==> config.mk <==
export PLATFORM = sky130hd
export DESIGN_NAME = fpga_rst_seq
export DESIGN_NICKNAME = d
export VERILOG_FILES = /design/src/rtl/fpga_rst_seq.sv
export SDC_FILE = /design/constraint.sdc
export NUM_CORES = 1
export LEC_CHECK = 0
export BUFFER_PORTS_ARGS = -buffer_cell sky130_fd_sc_hd__buf_2
export CORE_MARGIN = 1
export CORE_UTILIZATION = 35
export DETAILED_ROUTE_END_ITERATION = 16
export PLACE_DENSITY_LB_ADDON = 0.12
export SETUP_SLACK_MARGIN = 0.1
export SYNTH_ARGS = -nofsm -noshare
export SYNTH_HDL_FRONTEND = slang
export SYNTH_SLANG_ARGS = --single-unit
==> constraint.sdc <==
create_clock -name clk_i -period 4 [get_ports clk_i]
set_clock_uncertainty 0.05 [all_clocks]
set_input_delay 0.8 -clock clk_i [delete_from_list [all_inputs] [get_ports clk_i]]
set_output_delay 0.8 -clock clk_i [all_outputs]
set_load 0.01 [all_outputs]
==> src/rtl/fpga_rst_seq.sv <==
// Reset sequencer for the FPGA top level: debounces the board button, merges the VIO reset,
// waits for PLL lock, pulses the MIG reset, waits for calibration (with retries), then releases the SoC.
module fpga_rst_seq #(
    parameter int unsigned DebounceCycles = 1000,
    parameter int unsigned HoldCycles     = 64,
    parameter int unsigned TimeoutCycles  = 5000000,
    parameter int unsigned MaxRetries     = 3,
    parameter bit          UseDram        = 1'b1
) (
    input  logic       clk_i,
    input  logic       rst_i,
    input  logic       btn_rst_i,
    input  logic       vio_rst_i,
    input  logic       pll_locked_i,
    input  logic       dram_calib_done_i,
    input  logic       test_mode_i,
    input  logic [1:0] boot_mode_i,
    output logic       dram_rst_o,
    output logic       soc_rst_no,
    output logic [1:0] boot_mode_o,
    output logic       calib_timeout_o,
    output logic       fail_o,
    output logic [2:0] state_o
);

    localparam int unsigned CntMax = (HoldCycles > TimeoutCycles) ? HoldCycles : TimeoutCycles;
    localparam int unsigned CntW   = $clog2(CntMax + 1);
    localparam int unsigned RetryW = (MaxRetries > 0) ? $clog2(MaxRetries + 1) : 1;
    localparam int unsigned DebW   = (DebounceCycles > 1) ? $clog2(DebounceCycles) : 1;

    localparam logic [CntW-1:0]   HoldLast    = CntW'(HoldCycles - 1);
    localparam logic [CntW-1:0]   TimeoutLast = CntW'(TimeoutCycles - 1);
    localparam logic [DebW-1:0]   DebLast     = DebW'(DebounceCycles - 1);
    localparam logic [RetryW-1:0] RetryMax    = RetryW'(MaxRetries);

    typedef enum logic [2:0] {
        WAIT_LOCK  = 3'd0,
        DRAM_RST   = 3'd1,
        WAIT_CALIB = 3'd2,
        SOC_HOLD   = 3'd3,
        RUN        = 3'd4,
        FAIL       = 3'd5
    } state_e;

    logic [1:0] btn_sync, lock_sync, cal_sync;
    logic       btn_s, lock_s, cal_s;

    // NOTE: sequential state uses non-blocking assignments so every register samples pre-edge values.
    always_ff @(posedge clk_i) begin
        if (rst_i) begin
            btn_sync  <= '0;
            lock_sync <= '0;
            cal_sync  <= '0;
        end else begin
            btn_sync  <= {btn_sync[0], btn_rst_i};
            lock_sync <= {lock_sync[0], pll_locked_i};
            cal_sync  <= {cal_sync[0], dram_calib_done_i};
        end
    end

    assign btn_s  = btn_sync[1];
    assign lock_s = lock_sync[1];
    assign cal_s  = cal_sync[1];

    logic [DebW-1:0] deb_cnt;
    logic            deb_level;

    // A new button level is accepted only after DebounceCycles consecutive differing samples.
    always_ff @(posedge clk_i) begin
        if (rst_i) begin
            deb_cnt   <= '0;
            deb_level <= 1'b0;
        end else if (btn_s == deb_level) begin
            deb_cnt <= '0;
        end else if (deb_cnt == DebLast) begin
            deb_level <= btn_s;
            deb_cnt   <= '0;
        end else begin
            deb_cnt <= deb_cnt + 1'b1;
        end
    end

    logic trig;
    assign trig = (test_mode_i ? btn_s : deb_level) | vio_rst_i;

    state_e            state;
    logic [CntW-1:0]   cnt;
    logic [RetryW-1:0] retries;

    always_ff @(posedge clk_i) begin
        if (rst_i) begin
            state           <= WAIT_LOCK;
            cnt             <= '0;
            retries         <= '0;
            dram_rst_o      <= UseDram;
            soc_rst_no      <= 1'b0;
            boot_mode_o     <= '0;
            calib_timeout_o <= 1'b0;
            fail_o          <= 1'b0;
        end else if (trig || !lock_s) begin
            // Any reset request or loss of lock restarts the whole sequence.
            state      <= WAIT_LOCK;
            cnt        <= '0;
            retries    <= '0;
            dram_rst_o <= UseDram;
            soc_rst_no <= 1'b0;
            fail_o     <= 1'b0;
        end else begin
            case (state)
                WAIT_LOCK: begin
                    cnt <= '0;
                    if (UseDram) begin
                        state      <= DRAM_RST;
                        dram_rst_o <= UseDram;
                    end else begin
                        state <= SOC_HOLD;
                    end
                end
                DRAM_RST: begin
                    if (cnt == HoldLast) begin
                        state      <= WAIT_CALIB;
                        cnt        <= '0;
                        dram_rst_o <= 1'b0;
                    end else begin
                        cnt <= cnt + 1'b1;
                    end
                end
                WAIT_CALIB: begin
                    if (cal_s) begin
                        state <= SOC_HOLD;
                        cnt   <= '0;
                    end else if (cnt == TimeoutLast) begin
                        calib_timeout_o <= 1'b1;
                        cnt             <= '0;
                        if (retries < RetryMax) begin
                            retries    <= retries + 1'b1;
                            state      <= DRAM_RST;
                            dram_rst_o <= UseDram;
                        end else begin
                            state  <= FAIL;
                            fail_o <= 1'b1;
                        end
                    end else begin
                        cnt <= cnt + 1'b1;
                    end
                end
                SOC_HOLD: begin
                    if (cnt == HoldLast) begin
                        state       <= RUN;
                        cnt         <= '0;
                        soc_rst_no  <= 1'b1;
                        boot_mode_o <= boot_mode_i;
                    end else begin
                        cnt <= cnt + 1'b1;
                    end
                end
                RUN: begin
                    if (UseDram && !cal_s) begin
                        state      <= DRAM_RST;
                        cnt        <= '0;
                        retries    <= '0;
                        soc_rst_no <= 1'b0;
                        dram_rst_o <= UseDram;
                    end
                end
                FAIL: begin
                    cnt <= '0;
                end
                default: begin
                    state      <= WAIT_LOCK;
                    cnt        <= '0;
                    retries    <= '0;
                    dram_rst_o <= UseDram;
                    soc_rst_no <= 1'b0;
                    fail_o     <= 1'b0;
                end
            endcase
        end
    end

    assign state_o = state;

endmodule

==> results of run 1 <==
kinds of logic after synthesis:
logic type	share of synthesized area, %
AND/OR/NAND/NOR	33.5
AO/OA/AOI/OAI	18.9
flip-flops	37.2
buffers and inverters	4.74
XOR/XNOR	2.87
multiplexers	1.46
adder cells (fa/ha/maj)	1.37
layout make-up:
class / count / area [um2]
inverter: 7 / 26.3
multi-input combinational: 266 / 1610
clock inverter: 3 / 67.6
timing repair buffer: 20 / 108
fill: 769 / 4380
sequential: 51 / 1020
clock buffer: 5 / 68.8
tap: 99 / 124
routing by layer:
layer | up-vias | track usage [%] | routed length (um)
li1 | 1267 | - | -
met1 | 1166 | 21.6 | 3270
met2 | 30 | 27.3 | 3040
met3 | 9 | 3.62 | 218
met4 | 0 | 4.70 | 62
met5 | - | 0 | 0
critical path, stage by stage (launching register included):
cell,delay [ns]
dfxtp_1,0.34
ha_1,0.26
and3_1,0.23
and4_1,0.25
a211oi_2,0.66
o21ai_0,0.35
o41ai_1,0.37
state kept, by name, indices dropped and copies added (netlist names):
| register | flops |
|---|---|
| boot_mode_o | 2 |
| btn_sync | 2 |
| cal_sync | 2 |
| calib_timeout_o | 1 |
| cnt | 23 |
| deb_cnt | 10 |
| deb_level | 1 |
| dram_rst_o | 1 |
| fail_o | 1 |
| lock_sync | 2 |
| retries | 2 |
| soc_rst_no | 1 |
| state_o | 3 |
how the worst min path moves through the flow:
stage | from | end | slack [ns] | cells past startpoint
after floorplan | deb_cnt[0] | deb_cnt[0] | 0.36 | 1
after global placement | cal_sync[0] | cal_sync[1] | 0.37 | 1
after detailed placement | cal_sync[0] | cal_sync[1] | 0.37 | 1
after CTS | cal_sync[0] | cal_sync[1] | 0.40 | 1
after global routing | lock_sync[0] | lock_sync[1] | 0.42 | 1
final | lock_sync[0] | lock_sync[1] | 0.40 | 1
Yosys cell counts (5+ instances only):
cell,number
nand4_1,7
nor2_1,26
nor4_1,8
inv_1,7
and4_1,5
and3_1,6
dfxtp_1,51
nor2b_1,14
nor3_1,17
a21oi_1,15
o21ai_0,7
o22ai_1,9
clkbuf_1,14
nand3_1,11
nand2_1,55
o211ai_1,6
xnor2_1,6
and2_1,8
per-stage QoR:
step | utilization [%] | power (mW) | instances | hold slack [ns]
6_report | 40.8 | 0.954 | 451 | 0.397
4_1_cts | 40.8 | 0.969 | 451 | 0.405
5_1_grt | 40.8 | 0.993 | 451 | 0.421
3_5_place_dp | 39.0 | 0.542 | 443 | 0.372
2_1_floorplan | - | 0.535 | 346 | 0.363
3_3_place_gp | 39.0 | 0.541 | 443 | 0.367
where the power goes:
group,total (mW),switching (mW),internal [mW],leakage (nW)
Combinational,0.0167,0.00975,0.00694,0.494
Sequential,0.513,0.00242,0.511,0.412
Clock,0.425,0.175,0.249,0.0644
==> results by group, run 1 <==
Route
  – Iteration count of the initial detailed-routing pass: 4
  – Vias/cell: approximately 5.5
  – Drt wl/cell: roughly 15 um
  – Total number of vias: roughly 2500
  – DRC: 0
  – WL final: between 6 and 7 mm
  – Antenna Nets Post-Route: 0
  – Initial DRC count: approximately 160

Global route
  – Vias in the first global route: 2318
  – GRT overflow: 0
  – GRT Util Overall: approximately 17%
  – Initial antenna violation count: 0
  – First-pass GRT wire length: 11.1 mm
  – Largest net degree at the start of global routing: 22

Timing
  – Unrepaired setup endpoints after global routing: false
  – Final Hold Fails: 0
  – Slew HR: between 40% and 50%
  – Setup violators final: 0
  – Setup ws final: ~1.4 ns
  – Setup TNS: 0 ns
  – Final Critical Period: between 2 and 3 ns
  – Fmax: 384 MHz
  – Pins Over Slew Limit: 0
  – Slew @ Worst Pin: roughly 0.82 ns
  – Final period util: about two thirds

Final layout
  – Final-stage net count: 363
  – Commonest non-fill, non-tap cell in the layout: nand2_1
  – Design Area, Final: approximately 3000 um2
  – Commonest non-fill, non-tap cells in the layout: nand2_1 (55), dfxtp_1 (51), nor2_1 (26), nor3_1 (17), buf_2 (17)
  – Number of antenna diodes: 0
  – Syn-to-layout area delta: 10.1%
  – Share of cells above drive strength 1: a little over a tenth

Setup path
  – Cells on worst reg2reg path: 6
  – Arr. time, crit path: between 2 and 3 ns
  – WS Path Type: reg2reg
  – CP Launch Type: flip-flop
  – Reg2Reg Setup Slack: approximately 1.4 ns
  – Crit. End Element: flip-flop
  – CP required: roughly 4.2 ns
  – Worst-path fanout max: 11
  – Reg2Reg Capture Point: cnt[17]
  – CP endpoint: cnt[17]
  – Crit path from: cnt[0]
  – Reg2reg start: cnt[0]

Synthesis
  – Synthesized Nets: between 300 and 400
  – Synthesized area: 2750 um2
  – Yosys cell types: 54
  – Synth area leaders: dfxtp_1 (37%), nand2_1 (7.5%), nor2_1 (3.6%)
  – Cell taking the most area after synthesis: dfxtp_1
  – Synth Area per Inst: ~7.9 um2
  – Gate Count Post-Synth: 346
  – Yosys warning count: 0
  – Post-synth top flop: dfxtp_1
  – Sequential area share after synthesis: a little under two fifths
  – Synth async-reset ratio: 0%
  – Post-synth EDFFs: 0
  – Area share of the largest cell type after synthesis: between 30 and 40%
  – FF+latch count, synth: 51

Floorplanning
  – Die X: 90.6 um
  – Die area: slightly above 8000 um2
  – Ports: 18
  – Die Y: around 90 um
  – Cell Rows: 31
  – Core area: about 7400 um2
  – Initial core utilization: 37.1%

Placed design
  – DPL Wire Length: 4.68 mm
  – Placed Area: 2890 um2
  – Gpl congestion: 0.819
  – Place WS: 1.38 ns
  – PortBufs: 17

Clock network
  – CTS tree: done
  – Cts repair resizes: 0
  – Clock Latency Late Sink: just over 0.3 ns
  – CTS sink cnt: 51
  – # hold bufs at CTS: 0
  – Clock transition at path regs: ~0.10 ns
  – Post-CTS setup buffers: 0
  – Clock root buffer: clkbuf_8
  – CTS Buf Count: 5
  – H-tree Lvls: 2
  – CTS max path bufs: 2

Pwr
  – Pleak: approximately 0.97 nW
  – Worst vdd ir: 203 uV
  – Pwr dens: approximately 320 nW/um2

Hold path
  – Hold Path Class: reg2reg

Flow run
  – Max-cap violations: 0

Outcome
  – Outcome: complete, no violations
Note: power is estimated with default switching activity, not from simulation.
==> run 2: changes to the inputs <==
Clock period 4 ns to 2.1 ns, I/O delays scaled along.
==> run 2 against run 1 <==
Clock power rose by 69%. Combinational power grew 140%. Cell count grew 10%. Core utilization up 6.1 points. Critical path depth is 1 higher. Design area is 15% higher. Die area did not move. Flip-flop and latch count is the same. Critical endpoint is now cnt[22]. Largest cell class unchanged. Highest routed layer unchanged.
==> results by group, run 2 (same netlist as run 1, synthesis figures left out) <==
Clock network
  – Clock Latency Late Sink: 0.30 ns (about the same)
  – H-tree Lvls: 2 (unchanged)
  – CTS max path bufs: 2 (unchanged)
  – CTS tree: done
  – CTS sink cnt: 51 (unchanged)
  – # hold bufs at CTS: 0 (unchanged)
  – CTS Buf Count: 5 (unchanged)
  – Clock transition at path regs: 0.09 ns (about the same)
  – Clock root buffer: clkbuf_8

Setup path
  – Crit. End Element: flip-flop
  – Worst-path fanout max: 4 (-7)
  – Crit-path max cell delay: 0.43 ns (-0.23 ns)
  – WS Path Type: reg2reg
  – CP max-delay cell: or4_4
  – Crit path cell chain: ha_4, buf_6, nand2_2, or3_4, or4_4, a211oi_2, a2bb2oi_2
  – Arr. time, crit path: 2.17 ns (-0.59 ns)
  – CP Launch Type: flip-flop
  – CP required: 2.30 ns (-1.86 ns)

Global route
  – Met1 GRT Util: 23.7% (+2.1 points)
  – Met3 usage: 2.69% (-0.93 points)
  – Initial antenna violation count: 0 (unchanged)
  – First-pass GRT wire length: 11.8 mm (+6.1%)
  – Largest net degree at the start of global routing: 22 (unchanged)
  – Vias in the first global route: 2380 (+2.7%)
  – Top Usage Layer GRT: met2
  – GRT overflow: 0 (unchanged)
  – Met2 Usage GRT: 29.9% (+2.5 points)
  – GRT Util Overall: 17.9% (+1.3 points)

Timing
  – Final Hold Fails: 0 (unchanged)
  – Setup violators final: 0 (unchanged)
  – Unrepaired setup endpoints after global routing: true
  – Slew @ Worst Pin: 0.437 ns (-0.379 ns)
  – Final Critical Period: 1.97 ns (-0.633 ns)
  – Final period util: 93.9% (+29 points)
  – Pins Over Slew Limit: 0 (unchanged)
  – Setup TNS: 0 ns (unchanged)
  – Setup ws final: 0.128 ns (-1.27 ns)
  – Slew HR: 70.6% (+25 points)
  – Fmax: 507 MHz (+32%)

Pwr
  – Pwr dens: 499 nW/um2 (+58%)
  – Switching Fraction: 20.7% (+1.1 points)
  – Worst vdd ir: 304 uV (+50%)
  – Sw Pwr: 0.359 mW (+92%)
  – Gate power share: 2.3% (+0.6 points)
  – Share of power burned in registers: 56.2% (+2.4 points)
  – Int Pwr: 1.38 mW (+79%)
  – Pleak: 1.23 nW (+27%)
  – Clock share of power: 41.5% (-3.0 points)

Flow run
  – Max-cap violations: 0 (unchanged)

Final layout
  – Fillers: 762 (-0.91%)
  – Biggest register: cnt
  – Max FFs per register: 23 (unchanged)
  – Syn-to-layout area delta: 26.5%
  – Number of antenna diodes: 0 (unchanged)
  – Area taken by flip-flops and latches: 1030 um2 (+0.86%)
  – Multi-input logic area: 1710 um2 (+6.4%)
  – Share of cells above drive strength 1: 26.9% (+16 points)
  – Commonest non-fill, non-tap cells in the layout: nand2_1 (54), buf_4 (46), dfxtp_1 (44), nor2_1 (26), buf_2 (17)
  – Commonest non-fill, non-tap cell in the layout: nand2_1
  – Final-stage net count: 409 (+13%)
  – Design Area, Final: 3480 um2 (+15%)

Floorplanning
  – Core area: 7410 um2 (unchanged)
  – Ports: 18 (unchanged)
  – Die area: 8210 um2 (unchanged)
  – Initial core utilization: 37.1% (unchanged)
  – Die X: 90.6 um (unchanged)
  – Die Y: 90.6 um (unchanged)
  – Cell Rows: 31 (unchanged)

Route
  – Drt wl/cell: 14.7 um (+0.44%)
  – Vias/cell: 5.36 (-2.2%)
  – Initial DRC count: 213 (+32%)
  – WL final: 7.29 mm (+11%)
  – Iteration count of the initial detailed-routing pass: 4 (unchanged)
  – DRC: 0 (unchanged)
  – Antenna Nets Post-Route: 0 (unchanged)
  – Total number of vias: 2665 (+7.8%)

Placed design
  – Placed Area: 3200 um2 (+11%)
  – Place WS: 0.0485 ns (-1.33 ns)
  – PortBufs: 17 (unchanged)
  – Gpl congestion: 0.816 (-0.37%)
  – DPL Wire Length: 5.37 mm (+15%)

Hold path
  – Hold Path Class: in2reg

Outcome
  – Outcome: complete, no violations
run 2: cell types whose count changed in the layout (fill, tap and decap cells not counted), sizes merged:
| cell | delta |
|---|---|
| clkinvlp | -1 |
| clkinv | +1 |
| clkbuf | +1 |
| buf | +46 |
| bufinv | -1 |
run 2: final cells by class:
| cell class | instances | share of cell area [%] |
|---|---|---|
| repair buffers | 66 | 13.5 |
| clock inverters | 2 | 1.01 |
| inverters | 7 | 0.756 |
| flip-flops and latches | 51 | 29.6 |
| clock buffers | 6 | 2.37 |
| well taps | 99 | 3.56 |
| multi-input cells | 266 | 49.2 |
run 2: worst paths after layout:
path,start,end,slack (ns),cells past startpoint
setup / recovery,cnt[1],cnt[22],0.13,7
hold / removal,dram_calib_done_i,cal_sync[0],0.27,2
setup reg to reg,cnt[1],cnt[22],0.13,7
hold reg to reg,cal_sync[0],cal_sync[1],0.39,1
run 2: power by group through the flow:
stage	Combinational (mW)	Sequential [mW]	Clock, mW
floorplan	0.0215	0.997	0
detailed placement	0.0392	0.998	0
global route	0.0446	0.977	0.782
finish	0.0402	0.975	0.719
global placement	0.0387	0.998	0
CTS	0.0393	0.976	0.744
run 2: layer usage:
metal / wire (um) / vias up
li1: - / 1360
met1: 3510 / 1245
met2: 3450 / 51
met3: 235 / 9
met4: 98 / 0
met5: 0 / -
run 2: repair_timing:
item                                    in CTS  in global routing
resized for setup                            3                 30
cloned                                       0                  0
endpoints found under the setup margin       5                 26
setup buffers                                2                  4
pin swaps                                    1                 11
run 2: stage by stage:
stage          hold slack [ns]  power (mW)  utilization (%)  std cells
2_1_floorplan            0.363        1.02                -        346
3_3_place_gp             0.367        1.04             43.2        484
3_5_place_dp             0.374        1.04             43.2        484
4_1_cts                  0.262        1.76             45.2        494
5_1_grt                  0.283        1.80             46.9        497
6_report                 0.270        1.73             46.9        497
run 2: critical path: cells and delay by family, from the launching register on:
| family | cells | cell delay [ns] |
|---|---|---|
| buffers and inverters | 1 | 0.10 |
| AND/OR/NAND/NOR | 3 | 0.89 |
| AO/OA/AOI/OAI | 2 | 0.36 |
| adder cells (fa/ha/maj) | 1 | 0.14 |
| flip-flops | 1 | 0.36 |
==> run 3: changes to the inputs <==
Clock period 2.1 ns to 1.8 ns, I/O delays scaled along.
==> run 3 against run 2 <==
The run now ends with setup timing left. Critical path type unchanged. Largest power group unchanged. First-iteration DRC count fell by 23%. Die area did not move. Global-route usage rose by 1.6 points. Sequential share of layout area fell by 3.8 points. Total power rose by 8.5%. Cell count rose by 7.8%. Clock power fell by 3.6%.
==> results by group, run 3 (same netlist as run 1, synthesis figures left out) <==
Pwr
  – Pwr dens: 465 nW/um2 (-6.8%)
  – Share of power burned in registers: 60.3% (+4.1 points)
  – Pleak: 1.50 nW (+22%)
  – Gate power share: 2.9% (+0.6 points)
  – Sw Pwr: 0.446 mW (+24%)
  – Worst vdd ir: 356 uV (+17%)
  – Final Power: 1.88 mW (+8.5%)
  – Int Pwr: 1.44 mW (+4.4%)
  – Clock share of power: 36.8% (-4.7 points)
  – Switching Fraction: 23.7% (+3.0 points)

Global route
  – First-pass GRT wire length: 12.7 mm (+7.8%)
  – Top Usage Layer GRT: met2
  – Initial antenna violation count: 0 (unchanged)
  – Largest net degree at the start of global routing: 17 (-23%)
  – Met2 Usage GRT: 30.4% (+0.51 points)
  – GRT Util Overall: 19.5% (+1.6 points)
  – Met1 GRT Util: 27.4% (+3.7 points)
  – Met3 usage: 3.45% (+0.76 points)
  – GRT overflow: 0 (unchanged)
  – Vias in the first global route: 2621 (+10%)

Outcome
  – Failing checks: setup timing
  – Outcome: finished, violations left

Clock network
  – CTS tree: done
  – Clock Latency Late Sink: 0.31 ns (about the same)
  – CTS max path bufs: 2 (unchanged)
  – H-tree Lvls: 2 (unchanged)
  – Clock transition at path regs: 0.10 ns (about the same)
  – Clock root buffer: clkbuf_8
  – CTS Buf Count: 5 (unchanged)
  – CTS sink cnt: 51 (unchanged)

Route
  – DRC: 0 (unchanged)
  – Initial DRC count: 163 (-23%)
  – Iteration count of the initial detailed-routing pass: 4 (unchanged)
  – Vias/cell: 5.33 (-0.63%)
  – Total number of vias: 2856 (+7.2%)
  – WL final: 8.21 mm (+13%)
  – Antenna Nets Post-Route: 0 (unchanged)
  – Drt wl/cell: 15.3 um (+4.4%)

Floorplanning
  – Ports: 18 (unchanged)
  – Die Y: 90.6 um (unchanged)
  – Die X: 90.6 um (unchanged)
  – Die area: 8210 um2 (unchanged)
  – Cell Rows: 31 (unchanged)
  – Core area: 7410 um2 (unchanged)
  – Initial core utilization: 37.1% (unchanged)

Setup path
  – CP required: 1.97 ns (-0.33 ns)
  – CP max-delay cell: dfxtp_4
  – WS Path Type: reg2reg
  – Crit. End Element: flip-flop
  – Crit path cell chain: ha_4, and3_4, and4_4, a211oi_4, buf_12, o21ai_4, o41ai_2
  – Worst-path fanout max: 5 (+1)
  – CP Launch Type: flip-flop
  – Arr. time, crit path: 2.15 ns (-0.02 ns)
  – Crit-path max cell delay: 0.37 ns (-0.06 ns)

Timing
  – Pins Over Slew Limit: 0 (unchanged)
  – Final Hold Fails: 0 (unchanged)
  – Unrepaired setup endpoints after global routing: true
  – Slew HR: 68.3% (-2.3 points)
  – Setup TNS: -1.96 ns (-1.96 ns)
  – Slew @ Worst Pin: 0.471 ns (+0.0340 ns)
  – Setup ws final: -0.177 ns (-0.305 ns)
  – Fmax: 506 MHz (-0.28%)
  – Setup violators final: 26 (+26)
  – WHS: 0.201 ns (-0.0698 ns)
  – Final period util: 110% (+16 points)
  – Final Critical Period: 1.98 ns (+0.00544 ns)

Final layout
  – Share of cells above drive strength 1: 41.6% (+15 points)
  – Biggest register: cnt
  – Syn-to-layout area delta: 47.3%
  – Design Area, Final: 4050 um2 (+16%)
  – Commonest non-fill, non-tap cells in the layout: buf_4 (75), nand2_1 (53), dfxtp_1 (35), nor2_1 (26), buf_2 (17)
  – Max FFs per register: 23 (unchanged)
  – Commonest non-fill, non-tap cell in the layout: buf_4
  – Final-stage net count: 448 (+9.5%)
  – Number of antenna diodes: 0 (unchanged)

Placed design
  – DPL Wire Length: 5.72 mm (+6.6%)
  – PortBufs: 17 (unchanged)
  – Gpl congestion: 0.838 (+2.7%)
  – Place WS: -0.181 ns (-0.229 ns)
  – Placed Area: 3590 um2 (+12%)

Flow run
  – Max-cap violations: 0 (unchanged)

Hold path
  – Hold Path Class: in2reg
[run 3: final timing paths]
check                                       start           to  slack [ns]  depth (start not counted)
worst max-delay path                       cnt[0]      cnt[17]       -0.18                          7
worst min-delay path            dram_calib_done_i  cal_sync[0]        0.20                          2
worst max register to register             cnt[0]      cnt[17]       -0.18                          7
worst min register to register         deb_cnt[0]   deb_cnt[0]        0.37                          1
[run 3: per-layer routing]
metal,share of wire [%],vias to the layer above
met5,0,-
met4,1.2,0
met3,4.4,9
met2,47,62
met1,47,1353
li1,-,1432
[run 3: stage by stage]
stage | instances | utilization, %
2_1_floorplan | 346 | -
3_3_place_gp | 515 | 48.5
3_5_place_dp | 515 | 48.5
4_1_cts | 527 | 50.9
5_1_grt | 536 | 54.6
6_report | 536 | 54.6
[run 3: area by class of cell]
type / instances / area (um2)
Timing Repair Buffer: 105 / 837
Fill cell: 656 / 3360
Inverter: 7 / 26.3
Sequential cell: 51 / 1050
Clock inverter: 2 / 17.5
Multi-Input combinational cell: 266 / 1920
Clock buffer: 6 / 72.6
Tap cell: 99 / 124
[run 3: worst max-delay path: cells and delay by family (launching register included)]
family / cells / cell delay [ns]
buf+inv: 1 / 0.18
compound gates: 3 / 0.76
fa+ha+maj: 1 / 0.16
simple gates: 2 / 0.37
flops: 1 / 0.37
[run 3: timing repair]
action                     in CTS  in global routing
setup endpoints to repair      33                 44
pin swaps                       3                 37
resized for setup              19                 44
cloned                          1                  0
setup buffers                   3                 11
hold buffers                    0                  0
[run 3: power by group through the flow]
stage               combinational (mW)  sequential (mW)  clock [mW]
floorplan                       0.0289             1.16           0
global placement                0.0518             1.16           0
detailed placement              0.0528             1.16           0
CTS                             0.0533             1.14       0.724
global route                    0.0606             1.14       0.750
finish                          0.0552             1.13       0.693
